[src/rtl/target_extent_tracker.sv]
// Per-frame bounding-box tracker: collects min/max x/y of colour-matched pixels
// over one frame and publishes centre/size two cycles after frame_end.
module target_extent_tracker #(
    parameter int MIN_PIXELS = 16
) (
    input  logic        clk,
    input  logic        reset_n,
    input  logic        frame_start,
    input  logic        frame_end,
    input  logic        pix_valid,
    input  logic [10:0] pix_x,
    input  logic [9:0]  pix_y,
    input  logic        pix_match,
    output logic [10:0] t_x,
    output logic [9:0]  t_y,
    output logic [10:0] t_width,
    output logic [10:0] t_height,
    output logic        found,
    output logic        result_valid,
    output logic [1:0]  fsm_state
);

    // Handshake: there is no backpressure. Inputs are qualified by pix_valid /
    // the frame pulses alone; result_valid is a one-cycle pulse marking the
    // cycle in which t_x..found first show the new frame's result. Outputs
    // hold their value until the next pulse.

    localparam logic [15:0] MIN_COUNT = 16'(MIN_PIXELS);

    typedef enum logic [1:0] {
        IDLE    = 2'd0,
        ACCUM   = 2'd1,
        FINAL   = 2'd2,
        PUBLISH = 2'd3
    } state_t;

    state_t      state;

    logic [10:0] min_x, max_x;
    logic [9:0]  min_y, max_y;
    logic [15:0] count;

    logic [11:0] sum_x;
    logic [10:0] sum_y;
    logic [10:0] span_x;
    logic [9:0]  span_y;

    logic        hit;
    logic [10:0] base_min_x, base_max_x, nxt_min_x, nxt_max_x;
    logic [9:0]  base_min_y, base_max_y, nxt_min_y, nxt_max_y;
    logic [15:0] base_count, nxt_count;

    assign fsm_state = state;
    assign hit       = pix_valid & pix_match;

    // A frame_start pixel is folded into freshly seeded accumulators.
    always_comb begin
        base_min_x = min_x;
        base_max_x = max_x;
        base_min_y = min_y;
        base_max_y = max_y;
        base_count = count;
        if (frame_start) begin
            base_min_x = '1;
            base_max_x = '0;
            base_min_y = '1;
            base_max_y = '0;
            base_count = '0;
        end

        nxt_min_x = base_min_x;
        nxt_max_x = base_max_x;
        nxt_min_y = base_min_y;
        nxt_max_y = base_max_y;
        nxt_count = base_count;
        if (hit) begin
            if (pix_x < base_min_x) nxt_min_x = pix_x;
            if (pix_x > base_max_x) nxt_max_x = pix_x;
            if (pix_y < base_min_y) nxt_min_y = pix_y;
            if (pix_y > base_max_y) nxt_max_y = pix_y;
            if (base_count != 16'hFFFF) nxt_count = base_count + 16'd1;
        end
    end

    always_ff @(posedge clk or negedge reset_n) begin
        if (!reset_n) begin
            state        <= IDLE;
            min_x        <= '1;
            max_x        <= '0;
            min_y        <= '1;
            max_y        <= '0;
            count        <= '0;
            sum_x        <= '0;
            sum_y        <= '0;
            span_x       <= '0;
            span_y       <= '0;
            t_x          <= '0;
            t_y          <= '0;
            t_width      <= '0;
            t_height     <= '0;
            found        <= 1'b0;
            result_valid <= 1'b0;
        end else begin
            result_valid <= 1'b0;
            if (frame_start) begin
                // Restart from any state; an unfinished frame is dropped silently.
                min_x <= nxt_min_x;
                max_x <= nxt_max_x;
                min_y <= nxt_min_y;
                max_y <= nxt_max_y;
                count <= nxt_count;
                state <= ACCUM;
            end else begin
                case (state)
                    IDLE: begin
                        state <= IDLE;
                    end
                    ACCUM: begin
                        min_x <= nxt_min_x;
                        max_x <= nxt_max_x;
                        min_y <= nxt_min_y;
                        max_y <= nxt_max_y;
                        count <= nxt_count;
                        if (frame_end) begin
                            // Register sums/spans from the final extents, including the last pixel.
                            sum_x  <= {1'b0, nxt_min_x} + {1'b0, nxt_max_x};
                            sum_y  <= {1'b0, nxt_min_y} + {1'b0, nxt_max_y};
                            span_x <= nxt_max_x - nxt_min_x;
                            span_y <= nxt_max_y - nxt_min_y;
                            state  <= FINAL;
                        end
                    end
                    FINAL: begin
                        if (count >= MIN_COUNT) begin
                            t_x      <= sum_x[11:1];
                            t_y      <= sum_y[10:1];
                            t_width  <= span_x + 11'd1;
                            t_height <= {1'b0, span_y} + 11'd1;
                            found    <= 1'b1;
                        end else begin
                            found    <= 1'b0;
                        end
                        result_valid <= 1'b1;
                        state        <= PUBLISH;
                    end
                    PUBLISH: begin
                        state <= IDLE;
                    end
                    default: begin
                        state <= IDLE;
                    end
                endcase
            end
        end
    end

endmodule

[config.mk]
export PLATFORM = sky130hd
export DESIGN_NAME = target_extent_tracker
export DESIGN_NICKNAME = d
export VERILOG_FILES = /design/src/rtl/target_extent_tracker.sv
export SDC_FILE = /design/constraint.sdc
export NUM_CORES = 1
export LEC_CHECK = 0
export ABC_CLOCK_PERIOD_IN_PS = 5300
export BUFFER_PORTS_ARGS = -buffer_cell sky130_fd_sc_hd__buf_2
export CAP_MARGIN = 20
export CELL_PAD_IN_SITES_DETAIL_PLACEMENT = 1
export CELL_PAD_IN_SITES_GLOBAL_PLACEMENT = 1
export CORE_MARGIN = 5
export CORE_UTILIZATION = 40
export CTS_CLUSTER_SIZE = 30
export DETAILED_ROUTE_END_ITERATION = 10
export PLACE_DENSITY_LB_ADDON = 0.08
export SLEW_MARGIN = 20
export SYNTH_ARGS = -nofsm -noshare
export SYNTH_HDL_FRONTEND = slang
export SYNTH_SLANG_ARGS = --single-unit
[constraint.sdc]
create_clock -name clk -period 5.3 [get_ports clk]
set_input_delay 0.53 -clock clk [delete_from_list [all_inputs] [get_ports clk]]
set_output_delay 0.53 -clock clk [all_outputs]
set_load 0.01 [all_outputs]
Yosys cells after proc, flatten, opt, wreduce, memory -nomap -nowiden --
Index checks and enable logic that the tools add are counted.
Storage, ports and cells: output and inout bits 47, register bits after elaboration 149, logic and storage cells 72
Operators by class: reductions and logical operators 6, bitwise gates (word level) 2, mux-type cells 31, add/sub/neg operators 7, equality and inequality tests 5, $lt $le $gt $ge 5
Operators with widths (count):
- 11-bit two-way mux | 10
- 10-bit two-way mux | 10
- 16-bit two-way mux | 5
- 16-bit by 1-bit adder with 16-bit output (second input constant) | 1
- 16-bit by 5-bit >= comparator with 1-bit output (second input constant) | 1
- 16-bit != test (second input constant) | 1
- 11-bit by 11-bit adder with 12-bit output | 1
- 10-bit by 1-bit adder with 11-bit output (second input constant) | 1
- 10-bit by 10-bit adder with 11-bit output | 1
- 11-bit by 1-bit adder with 11-bit output (second input constant) | 1
- 11-bit greater-than comparator | 1
- 11-bit < comparator | 1
- 11-bit subtractor | 1
- 10-bit greater-than comparator | 1
- 10-bit < comparator | 1
- 10-bit subtractor | 1
- 2-bit case mux with 3 select lines | 1
- 3-bit AND reduction | 2
- 2-bit == test (second input constant) | 2
- 2-bit two-way mux | 2
- 1-bit two-way mux | 3
- 3-bit != test (second input constant) | 1
- 2-bit by 1-bit == test with 1-bit output (second input constant) | 1
- 2-bit zero test | 1
- other kinds (5) | 5

Depth between registers and ports, before layout --
word-level depth 6, depth in mapped cells 25, depth with buffers taken out 21

Least setup slack after synthesis --
OpenSTA, ideal clock, no wires.
path kind in2reg, start point in frame_start, end point reg sum_x[10], cell stages on the path 23, setup time 0.133 ns, buffers on the path 3, setup slack 0.463 ns, required time 5.167 ns, arrival 4.704 ns, cell sequence inv_1 > clkbuf_1 > buf_1 > nand2_1 > ha_1 > nand4_1 > a211oi_2 > a2111oi_4 > nor3_4 > clkbuf_1 > nor2_1 > a21oi_1 > inv_1 > fa_1 > a21o_1 > a21oi_1 > o21bai_1 > a21oi_1 > o21ba_2 > o211ai_1 > a21oi_1 > xor2_1 > o21ai_0
On the way: longest elaborated chain between the ends 5
RTL lines:
- start: declaration | line 8 | input logic frame_start,
- 11-bit two-way mux * | line 63 | if (frame_start) begin
- 11-bit greater-than comparator | line 78 | if (pix_x > base_max_x) nxt_max_x = pix_x;
- 11-bit two-way mux | line 78
- 11-bit two-way mux * | line 76 | if (hit) begin
- named net nxt_max_x[1] | line 49 | logic [10:0] base_min_x, base_max_x, nxt_min_x, nxt_max_x;
- 11-bit by 11-bit adder with 12-bit output * | line 126 | sum_x <= {1'b0, nxt_min_x} + {1'b0, nxt_max_x};
- end signal: assignment | line 126
- end: declaration | line 43 | logic [11:0] sum_x;
The timed path passes the listed nets; every way through them passes the cells marked *. A chain may end at the register's enable or synchronous reset.

Worst setup path after layout --
start point in frame_start, end point reg span_x[10]
On the way: longest elaborated chain between the ends 5
RTL lines:
- 11-bit two-way mux * | line 63
- 11-bit greater-than comparator | line 78
- 11-bit two-way mux | line 78
- 11-bit two-way mux * | line 76
- named net nxt_max_x[2] | line 49
- 11-bit subtractor * | line 128 | span_x <= nxt_max_x - nxt_min_x;
- end signal: assignment | line 128
- end: declaration | line 45 | logic [10:0] span_x;
Marks and branches as above.

==> run_results.csv <==
group,metric,value,unit
logic_synthesis,synth_common_cells,"135 x nand2_1, 134 x nor2_1, 126 x dfrtp_1",
critical_path,r2r_end,"span_x[10]",
logic_synthesis,synth-main-ff-cell,"dfrtp_1",
drt,routed_wl,24510,um
global_routing,antenna_found_initial,0,
cts,cts_buffers,17,
logic_synthesis,synth_seq_cells,147,
timing,finalHoldViolations,0,
critical_path,end_kind,"register",
logic_synthesis,avgSynthCellArea,8.945,um^2
drt,antenna_left,0,
floorplan,die-width,160.4,um
global_routing,grt_pass1_vias,7835,
drt,drt_iter0_drc,295,
placed_design,portBuffers,73,
timing,holdWs,215.0,ps
cts,clk_latency,430,ps
timing,rsz0062_at_grt,"no",
logic_synthesis,synth_most_common_cell,"nand2_1",
timing,period_minus_slack,4795,ps
timing,max_clock_freq,0.2086,GHz
drt,met3_length,657,um
critical_path,r2r-start,"min_x[9]",
critical_path,crit_path_start_kind,"primary input",
timing,fin_skew,12.93,ps
logic_synthesis,synthesis.instances,1011,
hold_path,min_path_type,"in -> async",
timing,period_share,90.47,%
cts,cts_tree,"done",
placed_design,gp_congestion,0.8516,
floorplan,num_io_pins,74,
flow_run,maxCapViolCount,0,
cts,root_buffer,"clkbuf_16",
drt,drc_errors,0,
critical_path,crit_fanout,15,
drt,top_layer_used,"met4",
logic_synthesis,ys_warn_count,0,
drt,drt_pre_antenna_iters,4,
logic_synthesis,yosys-top-cells-area,"dfrtp_1 35%, ha_1 12%, dfstp_2 6.1%",
floorplan,coreArea,22430,um^2
critical_path,r2r_setup_slack,730,ps
finish,fin_cells,1383,
drt,met1_length,12520,um
global_routing,grt_pass1_wl,41130,um
logic_synthesis,synth_cell_type_count,55,
finish,fill_cells,2677,
critical_path,arrival,5060,ps
logic_synthesis,syn_area,9044,um^2
timing,setup_violations,0,
cts,cts_buffer_depth,2,
timing,worstMarginPinSlew,905.7,ps
cts,cts.sinks,147,
global_routing,grt_max_degree,109,
finish,diodes,0,
critical_path,worst_r2r_path_depth,18,
drt,vias,7304,
drt,wl_met2,11010,um
cts,cts_setup_buffers,0,
placed_design,hpwl,18210,um
pwr,p_leak,0.005017,uW
finish,drive_above_1_share,17.30,%
logic_synthesis,synth_top_area_share,34.86,%
global_routing,gr-total-overflow,0,
finish,syn_to_final_growth,14.71,%
logic_synthesis,seq_area_frac_synth,40.97,%
pwr,p_per_area,380.4,nW/um^2
floorplan,die_h,160.4,um
finish,finalNetCount,1200,
logic_synthesis,synth-edff-count,0,
logic_synthesis,synth_fp_nets,1126,
drt,routedWlPerCell,17.72,um
critical_path,worstPathRequired,5570,ps
placed_design,place_inst,1351,
global_routing,grt_usage,19.62,%
critical_path,critical_path_class,"in -> reg",
floorplan,rows,55,
pwr,peakVddDrop,0.1951,mV
drt,viasPerCell,5.281,
logic_synthesis,async_flop_share,100.0,%
finish,multi_input_comb_area,5000,um^2
floorplan,die_area,25720,um^2
floorplan,initial_core_util,40.31,%
cts,cts_hold_buf,0,
cts,cts_resized,0,
cts,htree_levels,4,
timing,final.setup.tns,0,ps
cts,clk_pin_slew,70,ps
logic_synthesis,yosysTopAreaCell,"dfrtp_1",
timing,max_slew_margin,39.62,%
timing,slew_violations,0,
status,status,"finished, final reports clean",
finish,seq_area,3705,um^2
[placed cells by master (no fill, tap or decap), types with 4 or more instances in the layout]
cell type  instances
nand2_1          135
nor2_1           133
dfrtp_1          126
o21ai_0           85
ha_1              84
buf_2             72
a21oi_1           63
inv_1             56
xnor2_1           36
mux2_2            24
buf_4             24
dfstp_2           21
xor2_1            19
nand3_1           18
clkbuf_16         17
o21a_1            16
a21o_1            14
nor2b_1           13
nand4_1           13
mux2i_1           10
o22a_1            10
o21bai_1           9
nor3_1             8
inv_6              7
and3_1             6
a31oi_1            5
o31ai_1            5
a211oi_1           4
o21ai_1            4
nor4_1             4
nand2b_1           4
or3_1              4
fa_1               4
[where the power goes]
group	internal, uW	leakage (uW)	switching [uW]
combinational	499	0.00289	727
clock	612	0.000264	546
sequential	1380	0.00186	182
total	2490	0.00502	1450
[sequential cells by signal, indices dropped and copies added, names as in the netlist, 11 cells and up]
| register | cells |
|---|---|
| count | 16 |
| max_x | 11 |
| min_x | 11 |
| span_x | 11 |
| sum_x | 11 |
| t_height | 11 |
| t_width | 11 |
| t_x | 11 |
[final cells by class]
cell class                      instances  area share (%)
Tap cell                              285           3.437
Timing Repair Buffer                   97           5.343
Inverter                               56           2.026
Clock buffer                           17           4.101
Multi-Input combinational cell        766           48.20
Clock inverter                         15           1.182
Sequential cell                       147           35.71
[stage by stage]
| stage | cell area (um^2) | utilization, % | total power, uW | setup WS (ps) |
|---|---|---|---|---|
| floorplan | 9044 | - | 2398 | 462.8 |
| global placement | 9823 | 43.79 | 2779 | 307.5 |
| detailed placement | 9823 | 43.79 | 2816 | 114.6 |
| CTS | 10370 | 46.23 | 4000 | 452.6 |
| global route | 10370 | 46.24 | 4243 | 16.41 |
| finish | 10370 | 46.24 | 3946 | 505.3 |
[cells by family after synthesis]
| group | count (synthesis) | synth area share, % |
|---|---|---|
| AO/OA/AOI/OAI | 238 | 16.23 |
| XOR/XNOR | 55 | 5.326 |
| multiplexers | 36 | 4.372 |
| AND/OR/NAND/NOR | 349 | 16.51 |
| flip-flops | 147 | 40.97 |
| buffers and inverters | 98 | 4.095 |
| adder cells (fa/ha/maj) | 88 | 12.51 |
[layer usage]
metal	global-route usage (%)	up-vias
met5	0	-
met4	5.319	0
met3	2.540	27
met2	30.79	93
met1	28.67	3586
li1	-	3598
[worst max-delay path: stages]
cell	delay (ps)
buf_2	200
inv_1	330
nand2_1	130
ha_1	330
nand4_1	180
a211oi_2	320
a2111oi_4	110
nor3_4	470
o21ai_0	330
ha_1	550
o21bai_1	120
a21oi_1	240
o21bai_1	110
a21oi_1	220
o21bai_1	120
a211o_1	310
a31oi_1	210
xnor2_1	140
o21ai_0	100
[worst max path at each step]
stage                startpoint          to  depth (start not counted)
global route        frame_start  span_x[10]                         19
detailed placement  frame_start  span_x[10]                         19
floorplan           frame_start   sum_x[10]                         23
global placement    frame_start   span_y[9]                         21
CTS                 frame_start  span_x[10]                         19
finish              frame_start  span_x[10]                         19
Power figures use the tool's default switching activity.
